--- config.mk ---
export PLATFORM = sky130hd
export DESIGN_NAME = pixel_array_readout
export DESIGN_NICKNAME = d
export VERILOG_FILES = /design/src/rtl/pixel_array_readout.sv
export SDC_FILE = /design/constraint.sdc
export NUM_CORES = 1
export LEC_CHECK = 0
export CORE_MARGIN = 5
export CORE_UTILIZATION = 47
export CTS_CLUSTER_DIAMETER = 150
export DETAILED_ROUTE_END_ITERATION = 6
export DONT_BUFFER_PORTS = 1
export GPL_TIMING_DRIVEN = 0
export PLACE_DENSITY = 0.65
export SKIP_CTS_REPAIR_TIMING = 1
export SLEW_MARGIN = 30
export SYNTH_ARGS = -nofsm -noshare
export SYNTH_HDL_FRONTEND = slang
export SYNTH_SLANG_ARGS = --single-unit
--- constraint.sdc ---
create_clock -name CLK -period 4.9 [get_ports CLK]
set_clock_uncertainty 0.05 [all_clocks]
set_input_delay 0.735 -clock CLK [delete_from_list [all_inputs] [get_ports CLK]]
set_output_delay 0.735 -clock CLK [all_outputs]
set_load 0.05 [all_outputs]
--- src/rtl/pixel_array_readout.sv ---
// Pixel array model: erase, expose, ramp-convert, then stream rows out on VALID/READY.
// Latency: first row E+2+2^PIXEL_BITS cycles after the accepted START; one row per cycle.
// Backpressure: READY=0 holds ROW/DATA_OUT stable indefinitely; START is ignored outside IDLE.
module pixel_array_readout #(
    parameter int WIDTH      = 4,
    parameter int HEIGHT     = 4,
    parameter int PIXEL_BITS = 8,
    parameter int EXP_BITS   = 8
) (
    input  logic                                       CLK,
    input  logic                                       RESET,
    input  logic                                       START,
    input  logic [EXP_BITS-1:0]                        EXPOSE_TIME,
    input  logic [HEIGHT-1:0][WIDTH-1:0][PIXEL_BITS-1:0] LIGHT,
    input  logic                                       READY,
    output logic                                       VALID,
    output logic [$clog2(HEIGHT)-1:0]                  ROW,
    output logic [WIDTH-1:0][PIXEL_BITS-1:0]           DATA_OUT,
    output logic                                       BUSY,
    output logic                                       DONE
);
    localparam int RW = $clog2(HEIGHT);
    localparam logic [RW-1:0]         LAST_ROW = RW'(HEIGHT - 1);
    localparam logic [PIXEL_BITS-1:0] RAMP_MAX = '1;

    typedef enum logic [2:0] {IDLE, ERASE, EXPOSE, CONVERT, READ} state_t;

    state_t                                     state, state_nxt;
    logic [EXP_BITS-1:0]                        exp_cnt;
    logic [PIXEL_BITS-1:0]                      ramp;
    logic [RW-1:0]                              row_ptr;
    logic                                       done_q;
    logic [HEIGHT-1:0][WIDTH-1:0][PIXEL_BITS-1:0] level, code, level_acc;
    logic [HEIGHT-1:0][WIDTH-1:0]               latched, hit;
    logic                                       last_hs;

    // One extra bit of headroom so an overflowing accumulate clamps instead of wrapping.
    function automatic logic [PIXEL_BITS-1:0] sat_add(input logic [PIXEL_BITS-1:0] a,
                                                      input logic [PIXEL_BITS-1:0] b);
        logic [PIXEL_BITS:0] s;
        s = {1'b0, a} + {1'b0, b};
        return s[PIXEL_BITS] ? RAMP_MAX : s[PIXEL_BITS-1:0];
    endfunction

    always_comb begin
        level_acc = '0;
        hit       = '0;
        for (int r = 0; r < HEIGHT; r++) begin
            for (int c = 0; c < WIDTH; c++) begin
                level_acc[r][c] = sat_add(level[r][c], LIGHT[r][c]);
                hit[r][c]       = !latched[r][c] && (ramp >= level[r][c]);
            end
        end
    end

    assign last_hs = (state == READ) && READY && (row_ptr == LAST_ROW);

    always_comb begin
        state_nxt = state;
        case (state)
            IDLE:    if (START) state_nxt = ERASE;
            ERASE:   state_nxt = (exp_cnt != '0) ? EXPOSE : CONVERT;
            EXPOSE:  if (exp_cnt <= EXP_BITS'(1)) state_nxt = CONVERT;
            CONVERT: if (ramp == RAMP_MAX) state_nxt = READ;
            READ:    if (last_hs) state_nxt = IDLE;
            default: state_nxt = IDLE;
        endcase
    end

    always_ff @(posedge CLK) begin
        if (RESET) state <= IDLE;
        else       state <= state_nxt;
    end

    always_ff @(posedge CLK) begin
        if (RESET) begin
            level   <= '0;
            code    <= '0;
            latched <= '0;
            ramp    <= '0;
            exp_cnt <= '0;
            row_ptr <= '0;
            done_q  <= 1'b0;
        end else begin
            done_q <= last_hs;
            case (state)
                IDLE: if (START) exp_cnt <= EXPOSE_TIME;
                ERASE: begin
                    level   <= '0;
                    code    <= '0;
                    latched <= '0;
                    ramp    <= '0;
                end
                EXPOSE: begin
                    level   <= level_acc;
                    exp_cnt <= exp_cnt - 1'b1;
                end
                CONVERT: begin
                    // Ramp wraps back to 0 after the last step, ready for the next frame.
                    ramp <= ramp + 1'b1;
                    for (int r = 0; r < HEIGHT; r++) begin
                        for (int c = 0; c < WIDTH; c++) begin
                            if (hit[r][c]) begin
                                code[r][c]    <= ramp;
                                latched[r][c] <= 1'b1;
                            end
                        end
                    end
                end
                READ: if (READY) row_ptr <= (row_ptr == LAST_ROW) ? '0 : row_ptr + 1'b1;
                default: ;
            endcase
        end
    end

    assign VALID    = (state == READ);
    assign ROW      = row_ptr;
    assign DATA_OUT = code[row_ptr];
    assign BUSY     = (state != IDLE);
    assign DONE     = done_q;
endmodule

==> metrics.md, run 1 <==
| Metric | Value |
|---|---|
| Ys Warns | 0 |
| Outcome | completed |
| Initial Util | 47.8% |
| TritonRoute pass-1 iters | 6 |
| Number of global-route vias before repair | 17100 |
| Most area-hungry cell type in the Yosys netlist | dfxtp_1 |
| Final Hold Viols | 0 |
| Wirelength, routed | 65000 um |
| # port buffers | 0 |
| Clock period minus worst slack | 3.68 ns |
| Fin area | 21600 um2 |
| Nets | 2605 |
| Top_reg_cell synth | dfxtp_1 |
| Synth area leaders | dfxtp_1 (30%), ha_1 (17%), a21oi_1 (5.8%) |
| Placed cell area | 20300 um2 |
| TNS Setup | 0 ns |
| Antenna-violating nets left | 0 |
| Cell Chain, Critical Path | clkbuf_1 > buf_2 > mux4_2 |
| Adder-cell share of the synthesized area | 18.2% |
| GRT Resource Usage Total | 27.2% |
| Critical path launch point type | register |
| Worst Hold Class | input pin to register |
| Final non-filler cell total | 2751 |
| CTS tree | done |
| Worst-Margin Slew | 1.05 ns |
| I/O pin cnt | 177 |
| # DRC | 0 |
| CP required | 4.12 ns |
| Via count | 17700 |
| Hold depth | 2 |
| Unrepaired setup endpoints after global routing | false |
| DR vias/cell | 6.42 |
| Post-synth net total | 2568 |
| Worst setup slack after layout | 1.22 ns |
| DR WL/cell | 23.6 um |
| CP top delay family | buffers and inverters |
| First-pass GRT wire length | 99700 um |
| Sequential fraction of the synthesis area | 30.0% |
| Post-synth cell types | 56 |
| Worst Setup End Kind | output pin |
| Crit path buf inv count | 2 |
| Clk slew on worst S/H paths | 0.06 ns |
| Proportion of netlist area held by the largest area contributor | 30.0% |
| Core Footprint | 41000 um2 |
| Post-synthesis simple-gate area fraction | 9.00% |
| Post-synthesis mux area share | 4.55% |
| P&R area growth vs syn | 9.96% |
| Global route overflow | 0 |
| FF-to-FF path depth | 6 |
| Leakage | 8.65 nW |
| CTS sink count | 294 |
| Placed insts | 2684 |
| Row count | 74 |
| Die height | 214 um |
| Rel. slew slack | 30.0% |
| CP max stage cell | mux4_2 |
| Post-synth EDFFs | 0 |
| Clock Tree Root | clkbuf_16 |
| Pwr Density | 521 nW/um2 |
| Commonest non-fill, non-tap cells in the layout | dfxtp_1 (287), ha_1 (260), a21oi_1 (227) |
| Clk Latency, worst-skew pair | 0.56 ns |
| Ys async rst share | 0% |
| Post-Synthesis Cell Area | 19600 um2 |
| Hold WS | 0.339 ns |
| Post-Syn Instances | 2152 |
| Slew Limit Fails | 0 |
| Maximum vdd drop | 0.237 mV |
| Num CTS Buffers | 35 |
| DIE WIDTH | 214 um |
| CP max FO | 10 |
| Pre-CTS WS | 1.75 ns |
| Hpwl dp | 46900 um |
| Die Area | 45900 um2 |
| Crit path largest cell delay | 0.74 ns |
| Routability-driven placement congestion ratio | 0.927 |
| # H-tree levels | 2 |
| Commonest non-fill, non-tap cell in the layout | dfxtp_1 |
| CP arrival | 2.90 ns |
| Post-synthesis compound-gate area fraction | 31.0% |
| Power Total | 11.2 mW |
| Crit path kind | register to output pin |
| Max-cap violations | 0 |
| Pin count of the biggest net entering global routing | 23 |
| Initial DRC Count | 1466 |
| Max clock buf depth | 3 |
| Fmax | 272 MHz |
| Largest family of logic cells by synthesized area | compound AO/OA/AOI/OAI gates |
| XOR/XNOR share of the synthesized area | 2.95% |
| Syn_area_per_cell | 9.11 um2 |
| Number of cells on the critical path | 3 |
| Initial antenna violation count | 11 |
| Yosys reg bits | 294 |
| Layout Utilization | 52.5% |
| Setup-failing EPs final | 0 |
| Share of cells above drive strength 1 | 6.68% |
| Fin crit share | 75.1% |
## cells in the mapped netlist (23+ instances only)
| library cell | instances |
|---|---|
| o2bb2ai_1 | 128 |
| ha_1 | 260 |
| xor2_1 | 49 |
| nor2_1 | 86 |
| inv_1 | 121 |
| a311oi_1 | 50 |
| a21oi_1 | 227 |
| buf_2 | 28 |
| a21o_1 | 87 |
| dfxtp_1 | 294 |
| o211ai_1 | 23 |
| a211oi_1 | 82 |
| nor3_1 | 33 |
| mux4_2 | 32 |
| and3_1 | 33 |
| o21ai_1 | 35 |
| clkbuf_1 | 59 |
| nand2_1 | 128 |
| o21ai_0 | 74 |
| a31oi_1 | 39 |
| o21bai_1 | 27 |
## routing by layer
layer  wire, um  track usage, %
met1      28300            36.6
met2      28900            43.0
met3       5310            6.41
met4       2400            9.92
met5        103               0
## final timing paths
path | startpoint | end | slack (ns)
max | ROW[0]$_SDFFE_PP0N_ | DATA_OUT[23] | 1.22
min | EXPOSE_TIME[5] | exp_cnt[5]$_SDFFE_PP0P_ | 0.34
max reg2reg | ramp[6]$_SDFFE_PP0P_ | code[98]$_SDFFE_PP0P_ | 1.82
min reg2reg | code[124]$_SDFFE_PP0P_ | code[124]$_SDFFE_PP0P_ | 0.41
## cells by family after synthesis
kind of cell | count (synthesis)
AOI/OAI and AO/OA | 882
and+or+nand+nor | 375
DFF | 294
adders and majority gates | 276
buffers and inverters | 210
xor gates and xnor gates | 66
muxes | 49
## power breakdown
part | internal [mW] | switching, mW
sequential | 2.72 | 0.375
combinational | 1.73 | 3.52
clock | 1.74 | 1.13
## final cells by class
cell class | instances | area, um2
multi-input cells | 1648 | 12900
flip-flops and latches | 294 | 5890
clock inverters | 20 | 294
diodes | 4 | 10.0
inverters | 121 | 454
fillers | 3751 | 19500
plain buffers | 89 | 374
clock buffers | 43 | 966
well taps | 532 | 666
## sequential cells by signal, indices dropped and copies added (netlist names)
signal   flops
ramp         8
latched     16
DONE         1
ROW          2
state        3
exp_cnt      8
level      128
code       128
(Power assumes the default switching activity.)
==> run 2, diff against run 1 <==
--- a/config.mk
+++ b/config.mk
@@ -5,13 +5,14 @@
 export SDC_FILE = /design/constraint.sdc
 export NUM_CORES = 1
 export LEC_CHECK = 0
+export ABC_AREA = 1
 export CORE_MARGIN = 5
 export CORE_UTILIZATION = 47
 export CTS_CLUSTER_DIAMETER = 150
 export DETAILED_ROUTE_END_ITERATION = 6
 export DONT_BUFFER_PORTS = 1
 export GPL_TIMING_DRIVEN = 0
-export PLACE_DENSITY = 0.65
+export PLACE_DENSITY = 0.67
 export SKIP_CTS_REPAIR_TIMING = 1
 export SLEW_MARGIN = 30
 export SYNTH_ARGS = -nofsm -noshare
==> constraint.sdc (replaced) <==
create_clock -name CLK -period 3.05 [get_ports CLK]
set_clock_uncertainty 0.05 [all_clocks]
set_input_delay 0.4575 -clock CLK [delete_from_list [all_inputs] [get_ports CLK]]
set_output_delay 0.4575 -clock CLK [all_outputs]
set_load 0.05 [all_outputs]
==> run 2 against run 1 <==
The run now ends with setup timing left. Register-to-register slack got worse by 1.4 ns. Routed wire length grew 5.0%. Non-clock buffer count is 53 higher. Via count increased by 26%. Worst hold slack got worse by 0.31 ns. Final cell count increased by 55%.
==> metrics.md, run 2 <==
| Metric | Value |
|---|---|
| Ys Warns | 0 |
| # H-tree levels | 2 |
| Clock period minus worst slack | 3.09 ns |
| Pin count of the biggest net entering global routing | 22 |
| Hpwl dp | 50600 um |
| Crit path kind | register to output pin |
| Slew Limit Fails | 0 |
| Share of cells above drive strength 1 | 6.83% |
| Hold endpoint | exp_cnt[4]$_SDFFE_PP0P_ |
| Clk Latency, worst-skew pair | 0.56 ns |
| TritonRoute pass-1 iters | 5 |
| Die height | 230 um |
| DR vias/cell | 5.21 |
| Clock Tree Root | clkbuf_16 |
| DR WL/cell | 16.0 um |
| Sequential fraction of the synthesis area | 25.9% |
| Core Footprint | 47800 um2 |
| Final Hold Viols | 0 |
| Synth area leaders | dfxtp_1 (26%), nand2_1 (18%), ha_1 (14%) |
| Global route overflow | 0 |
| Count leader, synth | nand2_1 |
| CP arrival | 2.58 ns |
| Antenna-violating nets left | 0 |
| Max clock buf depth | 3 |
| Post-synth net total | 3995 |
| R2r endpoint | code[118]$_SDFFE_PP0P_ |
| GRT Resource Usage Total | 24.9% |
| Top_reg_cell synth | dfxtp_1 |
| Num CTS Buffers | 36 |
| Unrepaired setup endpoints after global routing | true |
| Crit path largest cell delay | 0.51 ns |
| Wirelength, routed | 68200 um |
| Clk slew on worst S/H paths | 0.05 ns |
| TNS Setup | -0.147 ns |
| CP max stage cell | buf_1 |
| Violations in the final reports | setup timing |
| CTS sink count | 294 |
| CP top delay family | buffers and inverters |
| Cell Chain, Critical Path | inv_1 > clkbuf_2 > buf_1 > a21oi_1 > a21oi_4 |
| Worst-Margin Slew | 0.827 ns |
| Hold depth | 2 |
| Fin crit share | 101% |
| Worst setup slack after layout | -0.0372 ns |
| Routability-driven placement congestion ratio | 0.934 |
| Reg2reg start | ramp[1]$_SDFFE_PP0P_ |
| CP required | 2.54 ns |
| Worst Hold Class | input pin to register |
| Most area-hungry cell type in the Yosys netlist | dfxtp_1 |
| Fillers | 4938 |
| Pre-CTS WS | -0.295 ns |
| Critical path launch point type | register |
| Row count | 80 |
| Placed cell area | 23700 um2 |
| Pwr Density | 935 nW/um2 |
| Outcome | finished, violations left |
| CP max FO | 10 |
| Initial DRC Count | 1874 |
| P&R area growth vs syn | 10.8% |
| Biggest registers after layout | code x128, level x128, latched x16 |
| HP Start | EXPOSE_TIME[4] |
| Post-Synthesis Cell Area | 22700 um2 |
| Synth cell count leaders | nand2_1 (1072), inv_1 (581), a21oi_1 (481) |
| Post-synth EDFFs | 0 |
| Proportion of netlist area held by the largest area contributor | 25.9% |
| DIE WIDTH | 230 um |
| # port buffers | 0 |
| Multi-input logic area | 14300 um2 |
| Initial Util | 47.5% |
| Syn_area_per_cell | 6.36 um2 |
| Die Area | 52900 um2 |
| Setup-failing EPs final | 8 |
| Yosys reg bits | 294 |
| Ys async rst share | 0% |
| Post-synth cell types | 36 |
| Post-Syn Instances | 3579 |
| Max-cap violations | 0 |
| Number of cells on the critical path | 5 |
| Initial antenna violation count | 3 |
| Commonest non-fill, non-tap cells in the layout | nand2_1 (1072), inv_1 (580), a21oi_1 (440) |
| Commonest non-fill, non-tap cell in the layout | nand2_1 |
| FF-to-FF path depth | 12 |
| Number of global-route vias before repair | 20300 |
| Via count | 22200 |
| Sequential cell area | 5900 um2 |
| First-pass GRT wire length | 107000 um |
| # DRC | 0 |
| Maximum vdd drop | 0.586 mV |
| Crit path buf inv count | 3 |
| Fin area | 25200 um2 |
| Setup slack, reg-to-reg | 0.40 ns |
| Nets | 4037 |
| Fmax | 324 MHz |
| Rel. slew slack | 44.9% |
| Worst Setup End Kind | output pin |
| Leakage | 13.2 nW |
| CTS tree | done |
| I/O pin cnt | 177 |
==> run 2: cell types whose count changed in the layout (fill, tap and decap cells not counted), sizes merged, moves of 48 or more <==
cell | previous run | this run
nand3 | 22 | 302
buf | 30 | 91
xor2 | 49 | 1
inv | 125 | 590
nor2 | 86 | 252
nand2 | 131 | 1083
o2bb2ai | 128 | 0
a211oi | 82 | 4
a311oi | 50 | 0
a21oi | 227 | 481
a21o | 87 | 0
==> run 2: layout make-up <==
class | count | share of cell area, %
antenna | 2 | 0.0199
clock buffer | 53 | 4.15
buffer | 138 | 3.01
clock inverter | 9 | 0.635
sequential | 294 | 23.4
inverter | 589 | 8.79
multi-input combinational | 2558 | 56.7
tap | 615 | 3.05
timing repair buffer | 4 | 0.233
==> run 2: kinds of logic (layout without fill, tap and decap cells) <==
kind of cell,count (synthesis),after routing,synth area share (%)
other,0,2,0
AOI/OAI and AO/OA,574,574,13.0
adders and majority gates,276,276,15.7
buffers and inverters,727,793,13.0
and+or+nand+nor,1675,1675,31.1
DFF,294,294,25.9
xor gates and xnor gates,33,33,1.27
==> run 2: power breakdown <==
part	internal [mW]	switching, mW
sequential	5.32	0.973
combinational	4.39	8.41
clock	2.71	1.77
total	12.4	11.2
==> run 2: per-layer routing <==
metal	vias to the layer above	share of wire (%)	global-route usage, %
met5	-	0.040	0
met4	4	2.3	6.97
met3	105	7.5	5.33
met2	651	45	41.0
met1	9966	45	33.0
li1	11500	-	-
==> run 2: worst max path at each step <==
stage | from | endpoint | slack (ns)
after floorplan | ROW[0]$_SDFFE_PP0N_ | DATA_OUT[10] | 0.39
after global placement | ROW[0]$_SDFFE_PP0N_ | DATA_OUT[15] | -0.43
after detailed placement | ROW[0]$_SDFFE_PP0N_ | DATA_OUT[12] | -0.30
after CTS | ROW[0]$_SDFFE_PP0N_ | DATA_OUT[12] | -0.90
after global routing | ROW[1]$_SDFFE_PP0N_ | DATA_OUT[24] | -0.11
final | ROW[1]$_SDFFE_PP0N_ | DATA_OUT[26] | -0.04
==> run 2: metrics by stage <==
step | utilization, % | hold slack, ns | instances | power [mW]
after CTS | 52.1 | 0.0106 | 4260 | 23.3
after global routing | 52.7 | 0.0316 | 4261 | 25.7
after floorplan | - | 0.395 | 3579 | 15.8
after detailed placement | 49.5 | 0.407 | 4198 | 18.7
final | 52.7 | 0.0272 | 4262 | 23.6
after global placement | 49.2 | 0.404 | 4194 | 18.5
==> run 3, diff against run 2 <==
--- a/config.mk
+++ b/config.mk
@@ -6,6 +6,7 @@
 export NUM_CORES = 1
 export LEC_CHECK = 0
 export ABC_AREA = 1
+export CORE_ASPECT_RATIO = 1.75
 export CORE_MARGIN = 5
 export CORE_UTILIZATION = 47
 export CTS_CLUSTER_DIAMETER = 150
@@ -13,6 +14,7 @@
 export DONT_BUFFER_PORTS = 1
 export GPL_TIMING_DRIVEN = 0
 export PLACE_DENSITY = 0.67
+export RECOVER_POWER = 100
 export SKIP_CTS_REPAIR_TIMING = 1
 export SLEW_MARGIN = 30
 export SYNTH_ARGS = -nofsm -noshare
==> run 3 against run 2 <==
The run ends with capacitance limit, slew limit left. Routed wire length rose by 5.4%. Register-to-register slack worse by 0.34 ns. Global-route usage up 1.4 points. Final cell count up 0.82%. Via count is 0.97% higher. Non-clock buffer count rose by 3. Worst hold slack lost 0.010 ns. Critical path depth up 4. Count of clock-buffer cells in the layout shrank 4. Utilization is 0.68 points lower. Critical path type is now register to register.
==> metrics.md, run 3 (synthesis gave the netlist of run 2 again) <==
| Metric | Value |
|---|---|
| Worst setup slack after layout | 0.0641 ns |
| Nets | 4035 |
| Num CTS Buffers | 31 |
| Via count | 22400 |
| Max-cap violations | 1 |
| Outcome | finished, violations left |
| # H-tree levels | 1 |
| CTS tree | done |
| Clock Tree Root | clkbuf_16 |
| Critical path launch point type | register |
| P&R area growth vs syn | 9.45% |
| Clock period minus worst slack | 2.99 ns |
| Biggest registers after layout | code x128, level x128, latched x16 |
| Initial DRC Count | 1262 |
| CP required | 3.47 ns |
| CP max stage cell | clkbuf_1 |
| Crit path largest cell delay | 1.24 ns |
| Global route overflow | 0 |
| Number of global-route vias before repair | 21400 |
| Worst-Margin Slew | 1.65 ns |
| Initial antenna violation count | 10 |
| Violations in the final reports | capacitance limit, slew limit |
| Wirelength, routed | 71900 um |
| I/O pin cnt | 177 |
| Final non-filler cell total | 4297 |
| Pre-CTS WS | -0.221 ns |
| # port buffers | 0 |
| Cell Chain, Critical Path | inv_1 > nand2_2 > nor2_4 > inv_2 > clkbuf_1 > nor2_8 > buf_4 > a21oi_1 > nor2_1 |
| CP arrival | 3.40 ns |
| Layout Utilization | 52.0% |
| Antenna-violating nets left | 0 |
| CP top delay family | buffers and inverters |
| Final Hold Viols | 0 |
| DIE WIDTH | 176 um |
| Row count | 106 |
| Worst Setup End Kind | register |
| CTS sink count | 294 |
| Share of cells above drive strength 1 | 5.69% |
| Hold WS | 0.0168 ns |
| Clk slew on worst S/H paths | 0.07 ns |
| Crit path buf inv count | 4 |
| Initial Util | 47.5% |
| Hpwl dp | 55900 um |
| Unrepaired setup endpoints after global routing | true |
| Clk Latency, worst-skew pair | 0.59 ns |
| TritonRoute pass-1 iters | 6 |
| Pwr Density | 919 nW/um2 |
| Maximum vdd drop | 0.770 mV |
| Slew Limit Fails | 11 |
| Leakage | 13.0 nW |
| Pin count of the biggest net entering global routing | 22 |
| Die height | 301 um |
| GRT Resource Usage Total | 26.3% |
| DR vias/cell | 5.22 |
| Commonest non-fill, non-tap cells in the layout | nand2_1 (1080), inv_1 (584), a21oi_1 (446) |
| Max clock buf depth | 3 |
| Commonest non-fill, non-tap cell in the layout | nand2_1 |
| Die Area | 53100 um2 |
| Core Footprint | 47900 um2 |
| Placed insts | 4233 |
| Worst Hold Class | input pin to register |
| Power Total | 22.9 mW |
| DR WL/cell | 16.7 um |
| Fmax | 335 MHz |
| Fin crit share | 97.9% |
| # DRC | 0 |
| First-pass GRT wire length | 112000 um |
| Setup-failing EPs final | 0 |
| Crit path kind | register to register |
| Routability-driven placement congestion ratio | 0.979 |
| CP max FO | 10 |
| Rel. slew slack | -10.3% |
run 3: layout make-up:
cell class	instances	area [um2]
Antenna cell	9	22.5
Buffer	138	677
Clock buffer	49	913
Clock inverter	5	75.1
Fill cell	5051	23000
Inverter	589	2210
Multi-Input combinational cell	2558	14200
Sequential cell	294	5900
Tap cell	648	811
Timing Repair Buffer	7	113
run 3: through the flow:
stage | setup TNS [ns] | area (um2)
after detailed placement | -0.432 | 23800
final | 0 | 24900
after global routing | -0.0816 | 24900
after CTS | -16.45 | 24800
after floorplan | 0 | 22700
after global placement | -7.24 | 23600
run 3: path summary, 6_finish.rpt:
kind	end	slack, ns	depth (start not counted)	start
min	exp_cnt[5]$_SDFFE_PP0P_	0.02	2	EXPOSE_TIME[5]
min reg2reg	latched[14]$_SDFFE_PP0P_	0.42	2	latched[14]$_SDFFE_PP0P_
max	code[61]$_SDFFE_PP0P_	0.06	9	state[2]$_SDFFE_PP0P_
max reg2reg	code[61]$_SDFFE_PP0P_	0.06	9	state[2]$_SDFFE_PP0P_
run 3: where the power goes:
part	total (mW)	switching [mW]	leakage (nW)	internal, mW
combinational	12.7	8.39	10.1	4.29
sequential	6.34	1.02	2.41	5.32
clock	3.85	1.65	0.485	2.20
run 3: layer usage:
layer / GRT usage, % / share of wire (%)
met4: 13.1 / 5.5
met2: 50.3 / 52
met5: 0 / 0.026
met3: 4.02 / 6.0
met1: 27.5 / 37
